File: config.mk
export PLATFORM = sky130hd
export DESIGN_NAME = fpu_bus_if
export DESIGN_NICKNAME = d
export VERILOG_FILES = /design/src/rtl/fpu_bus_if.sv
export SDC_FILE = /design/constraint.sdc
export NUM_CORES = 1
export LEC_CHECK = 0
export BUFFER_PORTS_ARGS = -buffer_cell sky130_fd_sc_hd__buf_2
export CAP_MARGIN = 40
export CELL_PAD_IN_SITES_DETAIL_PLACEMENT = 1
export CELL_PAD_IN_SITES_GLOBAL_PLACEMENT = 1
export CORE_ASPECT_RATIO = 0.9
export CORE_UTILIZATION = 45
export DETAILED_ROUTE_END_ITERATION = 8
export PLACE_DENSITY_LB_ADDON = 0.2
export SYNTH_ARGS = -nofsm -noshare
export SYNTH_HDL_FRONTEND = slang
export SYNTH_SLANG_ARGS = --single-unit
File: constraint.sdc
create_clock -name clk -period 6.5 [get_ports clk]
set_input_delay 1.3 -clock clk [delete_from_list [all_inputs] [get_ports clk]]
set_output_delay 1.3 -clock clk [all_outputs]
set_load 0.02 [all_outputs]
File: src/rtl/fpu_bus_if.sv
// ---------------------------------------------------------------------------
// fpu_bus_if
//
// Purpose: 8-bit CPU bus front end for a purely combinational floating-point
// unit. The CPU loads two 32-bit operands byte by byte, issues a command, and
// the block holds the operands and operation steady for SETTLE_CYCLES clocks
// while the fpu settles. It then captures the fpu result into a RESULT
// register that the CPU reads back byte by byte.
//
// Register map (byte addresses):
//   0-3   A operand, little-endian (0 = A[7:0])
//   4-7   B operand, little-endian
//   8     CMD (write only): bit 7 = start, bits 1:0 = operation
//   9     STATUS (read only): {6'b0, done, busy}
//   10,11 reserved: read as 0x00, writes ignored
//   12-15 RESULT, little-endian, read only; reading 15 acknowledges a result
//
// Ports:
//   clk             rising-edge clock
//   arst            asynchronous active-high reset
//   cs, wr, rd      bus chip select and strobes (a write wins over a read)
//   addr, data_in   register select and write data
//   data_out        registered read data, held between reads
//   busy            operation in progress (SETTLE or CAPTURE)
//   done            result held and not yet acknowledged
//   a_operand       operand A to the fpu
//   b_operand       operand B to the fpu
//   operation       operation to the fpu
//   ieee_packet_out combinational fpu result
// ---------------------------------------------------------------------------
package pa_fpu;
  typedef enum logic [1:0] {
    op_add = 2'd0,
    op_sub = 2'd1,
    op_mul = 2'd2,
    op_div = 2'd3
  } e_fpu_op;
endpackage

module fpu_bus_if #(
  parameter int SETTLE_CYCLES = 4
) (
  input  logic             clk,
  input  logic             arst,
  input  logic             cs,
  input  logic             wr,
  input  logic             rd,
  input  logic [3:0]       addr,
  input  logic [7:0]       data_in,
  output logic [7:0]       data_out,
  output logic             busy,
  output logic             done,
  output logic [31:0]      a_operand,
  output logic [31:0]      b_operand,
  output pa_fpu::e_fpu_op  operation,
  input  logic [31:0]      ieee_packet_out
);

  typedef enum logic [1:0] {
    ST_IDLE    = 2'd0,
    ST_SETTLE  = 2'd1,
    ST_CAPTURE = 2'd2,
    ST_DONE    = 2'd3
  } e_state;

  // Counter value on the final SETTLE cycle.
  localparam logic [3:0] LP_LAST = 4'(SETTLE_CYCLES - 1);

  localparam logic [3:0] LP_ADDR_CMD    = 4'd8;
  localparam logic [3:0] LP_ADDR_STATUS = 4'd9;
  localparam logic [3:0] LP_ADDR_ACK    = 4'd15;

  e_state          r_state;
  e_state          w_next;
  logic [3:0]      r_cnt;
  logic [31:0]     r_a;
  logic [31:0]     r_b;
  logic [31:0]     r_result;
  pa_fpu::e_fpu_op r_op;
  logic [7:0]      r_data_out;

  logic            w_wr;
  logic            w_rd;
  logic            w_open;
  logic            w_start;
  logic            w_busy;
  logic            w_done;
  logic [7:0]      w_rdata;
  logic            w_unused_cmd_bits;

  // A write takes priority: a simultaneous read is dropped entirely.
  assign w_wr    = cs & wr;
  assign w_rd    = cs & rd & ~wr;
  // Operand and command writes are only accepted while no operation runs.
  assign w_open  = (r_state == ST_IDLE) || (r_state == ST_DONE);
  assign w_start = w_wr && w_open && (addr == LP_ADDR_CMD) && data_in[7];
  assign w_busy  = (r_state == ST_SETTLE) || (r_state == ST_CAPTURE);
  assign w_done  = (r_state == ST_DONE);

  // CMD bits 6:2 carry no meaning.
  assign w_unused_cmd_bits = ^data_in[6:2];

  // State register
  always_ff @(posedge clk or posedge arst) begin
    if (arst) begin
      r_state <= ST_IDLE;
    end else begin
      r_state <= w_next;
    end
  end

  // Next-state logic
  always_comb begin
    w_next = r_state;
    unique case (r_state)
      ST_IDLE: begin
        if (w_start) w_next = ST_SETTLE;
      end
      ST_SETTLE: begin
        if (r_cnt == LP_LAST) w_next = ST_CAPTURE;
      end
      ST_CAPTURE: begin
        w_next = ST_DONE;
      end
      ST_DONE: begin
        if (w_start) begin
          w_next = ST_SETTLE;
        end else if (w_rd && (addr == LP_ADDR_ACK)) begin
          w_next = ST_IDLE;
        end
      end
      default: w_next = ST_IDLE;
    endcase
  end

  // Settle counter: zero on entry to SETTLE, counts every SETTLE cycle.
  always_ff @(posedge clk or posedge arst) begin
    if (arst) begin
      r_cnt <= 4'd0;
    end else if (w_start) begin
      r_cnt <= 4'd0;
    end else if (r_state == ST_SETTLE) begin
      r_cnt <= r_cnt + 4'd1;
    end
  end

  // Operand and operation registers, frozen while busy.
  always_ff @(posedge clk or posedge arst) begin
    if (arst) begin
      r_a  <= 32'd0;
      r_b  <= 32'd0;
      r_op <= pa_fpu::op_add;
    end else begin
      if (w_wr && w_open && !addr[3]) begin
        if (!addr[2]) begin
          r_a[{addr[1:0], 3'b000} +: 8] <= data_in;
        end else begin
          r_b[{addr[1:0], 3'b000} +: 8] <= data_in;
        end
      end
      if (w_start) begin
        r_op <= pa_fpu::e_fpu_op'(data_in[1:0]);
      end
    end
  end

  // Result capture, one cycle after the settle window closes.
  always_ff @(posedge clk or posedge arst) begin
    if (arst) begin
      r_result <= 32'd0;
    end else if (r_state == ST_CAPTURE) begin
      r_result <= ieee_packet_out;
    end
  end

  // Read data mux; unmapped and write-only addresses read as zero.
  always_comb begin
    w_rdata = 8'h00;
    if (!addr[3]) begin
      if (!addr[2]) begin
        w_rdata = r_a[{addr[1:0], 3'b000} +: 8];
      end else begin
        w_rdata = r_b[{addr[1:0], 3'b000} +: 8];
      end
    end else if (addr[3:2] == 2'b11) begin
      w_rdata = r_result[{addr[1:0], 3'b000} +: 8];
    end else if (addr == LP_ADDR_STATUS) begin
      w_rdata = {6'b000000, w_done, w_busy};
    end
  end

  always_ff @(posedge clk or posedge arst) begin
    if (arst) begin
      r_data_out <= 8'h00;
    end else if (w_rd) begin
      r_data_out <= w_rdata;
    end
  end

  assign data_out  = r_data_out;
  assign busy      = w_busy;
  assign done      = w_done;
  assign a_operand = r_a;
  assign b_operand = r_b;
  assign operation = r_op;

endmodule

Yosys cells after proc, flatten, opt, wreduce, memory -nomap -nowiden
Index checks and enable logic that the tools add are counted.

operators by class
  multiply operators = 0
  shift-type cells = 5
  $lt $le $gt $ge = 0
  muxes and demuxes = 13
  div/mod/pow operators = 0
  $add $sub $neg = 2
  reductions and logical operators = 13
  equal/unequal tests = 11
  bitwise logic cells = 5

operator list
  operator                                               count
  variable part select 32 x 6 -> 8 bit                   3
  bitwise mux 32 bit                                     2
  variable shift 8 x 7 -> 32 bit, first input constant   1
  variable part select 8 x 7 -> 32 bit                   1
  two-way mux 8 bit                                      3
  == test 4 bit, second input constant                   3
  two-way mux 2 bit                                      5
  two-way mux 4 bit                                      2
  case mux 2 bit (4 select lines)                        1
  negator 5 -> 7 bit                                     1
  == test 2 bit, second input constant                   3
  logical AND 1 bit                                      5
  adder 4 x 1 -> 4 bit, second input constant            1
  == test 4 x 2 -> 1 bit, second input constant          1
  AND reduction 2 bit                                    2
  AND 1 bit                                              3
  inequality test 3 x 1 -> 1 bit, second input constant  1
  AND reduction 3 bit                                    1
  == test 2 x 1 -> 1 bit, second input constant          1
  logical NOT 2 bit                                      1
  logical OR 1 bit                                       2
  inequality test 2 x 1 -> 1 bit, second input constant  1
  inequality test 2 bit, second input constant           1
  NOT 1 bit                                              2
  other kinds (2)                                        2

word-level totals
  bits in registers = 112
  memories = 0
  bits in read-only memories = 0
  bits in latches = 0
  output and inout port bits = 76
  memory bits (writable) = 0

Longest topological paths before layout
  word-level depth = 7
  gate-level depth with buffers = 9
  mapped depth without buffers = 6

Worst setup path after synthesis
No wires, ideal clock.

  path kind = in2reg
  start point = input port addr[1]
  end point = register r_state[1]
  setup slack = 3.338 ns
  stages = 9
  data required time = 6.372 ns
  data arrival time = 3.034 ns
  cell sequence = buf_2 buf_4 buf_4 inv_1 ha_1 nand4b_1 nor3_4 o21ai_2 mux2_1

between the ends
  word-level cells in the longest chain between the ends = 5

ends and longest elaborated chain
  what                                                                           line  RTL
  from (decl)                                                                    48    input logic [3:0] addr,
  == test 4 bit                                                                  96    assign w_start = w_wr && w_open && (addr == LP_ADDR_CMD) && data_in[7];
  logical AND 1 bit (2 in series)                                                96
  two-way mux 2 bit, or another cell as far along                                126   if (w_start) begin
  case mux 2 bit (4 select lines) / AND reduction 3 bit (equally long branches)  --
  to (signal assigned)                                                           108   r_state <= w_next;
  to (decl)                                                                      73    e_state r_state;

Parallel ways exist; a longest one is shown, timed or not.
A chain may end at the register's enable or synchronous reset.

Worst setup path in the final report
  start point = input port addr[1]
  end point = register r_a[4], in the netlist a_operand[4]

between the ends
  word-level cells in the longest chain between the ends = 3

ends and longest elaborated chain
  what                                                                                           line  RTL
  negator 5 -> 7 bit *                                                                           156   r_a[{addr[1:0], 3'b000} +: 8] <= data_in;
  variable part select 8 x 7 -> 32 bit / variable shift 8 x 7 -> 32 bit (equally long branches)  156
  bitwise mux 32 bit *                                                                           156
  to (signal, indexed assignment)                                                                156
  to (decl)                                                                                      76    logic [31:0] r_a;

Every way passes the cells marked *; elsewhere a longest branch is shown, timed or not.

==> metrics <==
fraction of layout cells with a size suffix above 1=a little under two fifths; sequential share of the synthesized area=between 50% and 60%; terminating pin of the worst hold path=data_out[6]; Max Clock Freq=approximately 300 MHz; synth top area cells=sky130_fd_sc_hd__dfrtp_1 (54%), sky130_fd_sc_hd__mux4_2 (10%), sky130_fd_sc_hd__nand2_1 (7.5%); number of max-slew violations in the final report=0; drt via density=between 5 and 6; relative contribution of sequential cells to total power=~45%; crit path DAT=approximately 3.6 ns; post-synthesis cell type with the largest combined area=sky130_fd_sc_hd__dfrtp_1; effective utilization at floorplan=a little under half; startpoint types=primary input; cell-by-cell trace of the critical path=buf_2 -> inv_1 -> ha_1 -> nor3b_2 -> nand2_1 -> o21ai_0; final cell utilization of the core=56.34%; Crit Reg-Reg Endpoint=b_operand[20]; Yosys Warn Count=0; gpl congestion=around 0.79; final-layout worst hold slack=approximately 0.5 ns; unrepaired setup endpoints after global routing=false; pin count of the biggest net entering global routing=63; number of fill cells in the layout=between 1000 and 1500; share of total power in the clock network=a little over a quarter; clock latency on the worst-skew pair=approximately 0.35 ns; via count of the routed design=3945; minimum setup slack among reg-to-reg paths=~4 ns; internal power=1.508 mW; area share of the largest cell type after synthesis=53.78%; first-pass detailed-route iteration total=4; Sink Count=112; count of cells along the worst register-to-register path=6; Die Outline Area=12020 sq um; clock transition at the register clock pins on the worst setup and hold paths after CTS=approximately 0.070 ns; clock tree from TritonCTS=yes; mean instance size in the synthesized netlist=11.71 sq um; Crit Path Max Fanout=27; TNS Setup=0 ns; Die Y=between 100 and 150 um; number of standard cells after synthesis=445; Setup Crit Path Kind=primary input to flip-flop; wire per inst=20.70 um; number of endpoints with negative hold slack in the final report=0; number of CTS-inserted buffers=9; worst hold stages=2; Min-Delay Path Class=flip-flop to flip-flop; number of violations of the max-capacitance limit=0; Max IR drop VDD=roughly 0.17 mV; Layout area overhead=19.30%; number of hold buffers added after cts=0; kind of cell adding the most delay to the critical path=buffers and inverters; First DRT Iteration DRCs=approximately 270; Tightest Pin Transition=approximately 0.81 ns; cell area after layout=6217 sq um; worst-case clock buffer depth=2; Netlist Area Pre-Place=around 5200 sq um; net switching fraction of the power=between 30% and 40%; Total Routing Usage GR=a little over a quarter; maximum cell stage delay along the critical path=around 0.62 ns; critical path's slowest cell=sky130_fd_sc_hd__buf_2; GR Overflow Total=0; leak pwr=2.952 nW; top post-synthesis cells by count=sky130_fd_sc_hd__dfrtp_1 (112), sky130_fd_sc_hd__nand2_1 (104), sky130_fd_sc_hd__o21ai_0 (52); post-CTS repair timing setup buffer count=0; source of the worst register-to-register timing path=r_state[1]; wire length of the first global-routing pass=~24000 um; Clock Skews=0.004694 ns; result of the run=completed; cell area after placement=5909 sq um; Synth async-reset ratio=100.0%; IO buf count=between 100 and 150; Post-synth EDFFs=0; power per standard cell area=around 350 nW/um^2; number of antenna-violating nets in the routed design=0; FF+latch count, synth=approximately 110; net switching power=roughly 700 uW; min cycle time layout=between 3 and 4 ns; most used flip-flop cell after synthesis=sky130_fd_sc_hd__dfrtp_1; HP Start=data_out[6]; critical path capture point type=flip-flop; vias in the first global route=4227; worst path required time=between 6 and 7 ns; width of the chip=roughly 120 um; top-count cell post-synth=sky130_fd_sc_hd__dfrtp_1; DRT Wirelength=~15000 um; Inserted Diodes=0; root buf cell=sky130_fd_sc_hd__clkbuf_16; final number of setup-violating endpoints=0; initial antenna violation count=0; post-cts sizing count=0; Rel. slew slack=between 40% and 50%; fraction of the cycle the final worst path needs=just over 50%; core box area=roughly 11000 sq um; part of the power in combinational logic=about 30%; nets in the synthesized netlist=slightly above 500; total power consumption of the routed design=~2.2 mW; half-perimeter wire length after placement=approximately 11000 um; Buffers & Inverters on Critical Path=2; H-tree Lvls=3; Core Rows=36; Synth cell types=41; number of remaining DRC errors=0; Boundary Pins=~130; net count reported at finish=approximately 620
cell families (layout without fill, tap and decap cells):
kind of cell	Yosys count	count (layout)	share of synthesized area, %
xor gates and xnor gates	3	3	0.5043
buffers and inverters	30	148	3.001
DFF	112	112	53.78
AOI/OAI and AO/OA	82	82	8.812
adders and majority gates	11	11	2.641
muxes	60	60	18.13
and+or+nand+nor	147	147	13.13
power groups by stage:
stage	Clock, mW	Combinational, mW	Sequential (mW)
final	0.573	0.647	0.985
after global routing	0.601	0.707	1.00
after CTS	0.581	0.657	0.983
after detailed placement	0	0.644	0.990
after global placement	0	0.616	0.973
after floorplan	0	0.424	1.01
worst register-to-register path: stages (launching register included):
cell,delay [ns]
sky130_fd_sc_hd__dfrtp_1,0.44
sky130_fd_sc_hd__inv_1,0.09
sky130_fd_sc_hd__ha_1,0.39
sky130_fd_sc_hd__and4bb_1,0.55
sky130_fd_sc_hd__nand3_1,0.56
sky130_fd_sc_hd__nand2_1,0.25
sky130_fd_sc_hd__o21ai_0,0.11
cell usage in the layout (no fill, tap or decap), types with 2 or more instances in the layout:
cell type / n
sky130_fd_sc_hd__buf_2: 124
sky130_fd_sc_hd__dfrtp_1: 112
sky130_fd_sc_hd__nand2_1: 104
sky130_fd_sc_hd__o21ai_0: 52
sky130_fd_sc_hd__mux2_2: 34
sky130_fd_sc_hd__mux4_2: 24
sky130_fd_sc_hd__nand3_1: 17
sky130_fd_sc_hd__o21ai_1: 12
sky130_fd_sc_hd__ha_1: 11
sky130_fd_sc_hd__clkbuf_16: 9
sky130_fd_sc_hd__nor2_1: 7
sky130_fd_sc_hd__a22oi_1: 6
sky130_fd_sc_hd__inv_1: 5
sky130_fd_sc_hd__nand3b_1: 3
sky130_fd_sc_hd__o22ai_1: 3
sky130_fd_sc_hd__nor3b_2: 3
sky130_fd_sc_hd__clkbuf_8: 3
sky130_fd_sc_hd__nor3_2: 2
sky130_fd_sc_hd__nand4b_1: 2
sky130_fd_sc_hd__xor2_1: 2
sky130_fd_sc_hd__a221oi_1: 2
sky130_fd_sc_hd__a211oi_1: 2
sky130_fd_sc_hd__nand3b_2: 2
sky130_fd_sc_hd__buf_4: 2
area by class of cell:
cell class / instances / area [sq um] / area share, %
sequential: 112 / 2803 / 45.08
clock buffer: 13 / 270.3 / 4.347
timing repair buffer: 126 / 635.6 / 10.22
tap: 152 / 190.2 / 3.059
inverter: 7 / 28.78 / 0.4629
clock inverter: 2 / 37.54 / 0.6037
multi-input combinational: 303 / 2252 / 36.22
flip-flops by register name, summed over array words and instances (netlist names):
register,cells
r_cnt,4
operation,2
r_result,32
a_operand,32
data_out,8
b_operand,32
r_state,2
how the worst max path moves through the flow:
stage,from,end,slack [ns],cells after the start
global placement,addr[1],a_operand[23],2.96,6
finish,addr[1],a_operand[4],3.20,6
global route,addr[1],b_operand[31],2.96,6
CTS,addr[1],a_operand[31],3.19,6
floorplan,arst,a_operand[0],2.24,1
detailed placement,addr[1],a_operand[26],2.80,6
metrics by stage:
step / std cells / worst slack (ns)
floorplan: 445 / 2.241
global placement: 700 / 2.962
detailed placement: 700 / 2.800
CTS: 715 / 3.189
global route: 715 / 2.960
finish: 715 / 3.199
per-layer routing:
layer  global-route usage (%)  part of all wire, %
met1                    35.61                   42
met2                    43.76                   51
met3                    5.186                  5.9
met4                    8.071                  1.5
met5                        0                    0
Power figures use the tool's default switching activity.
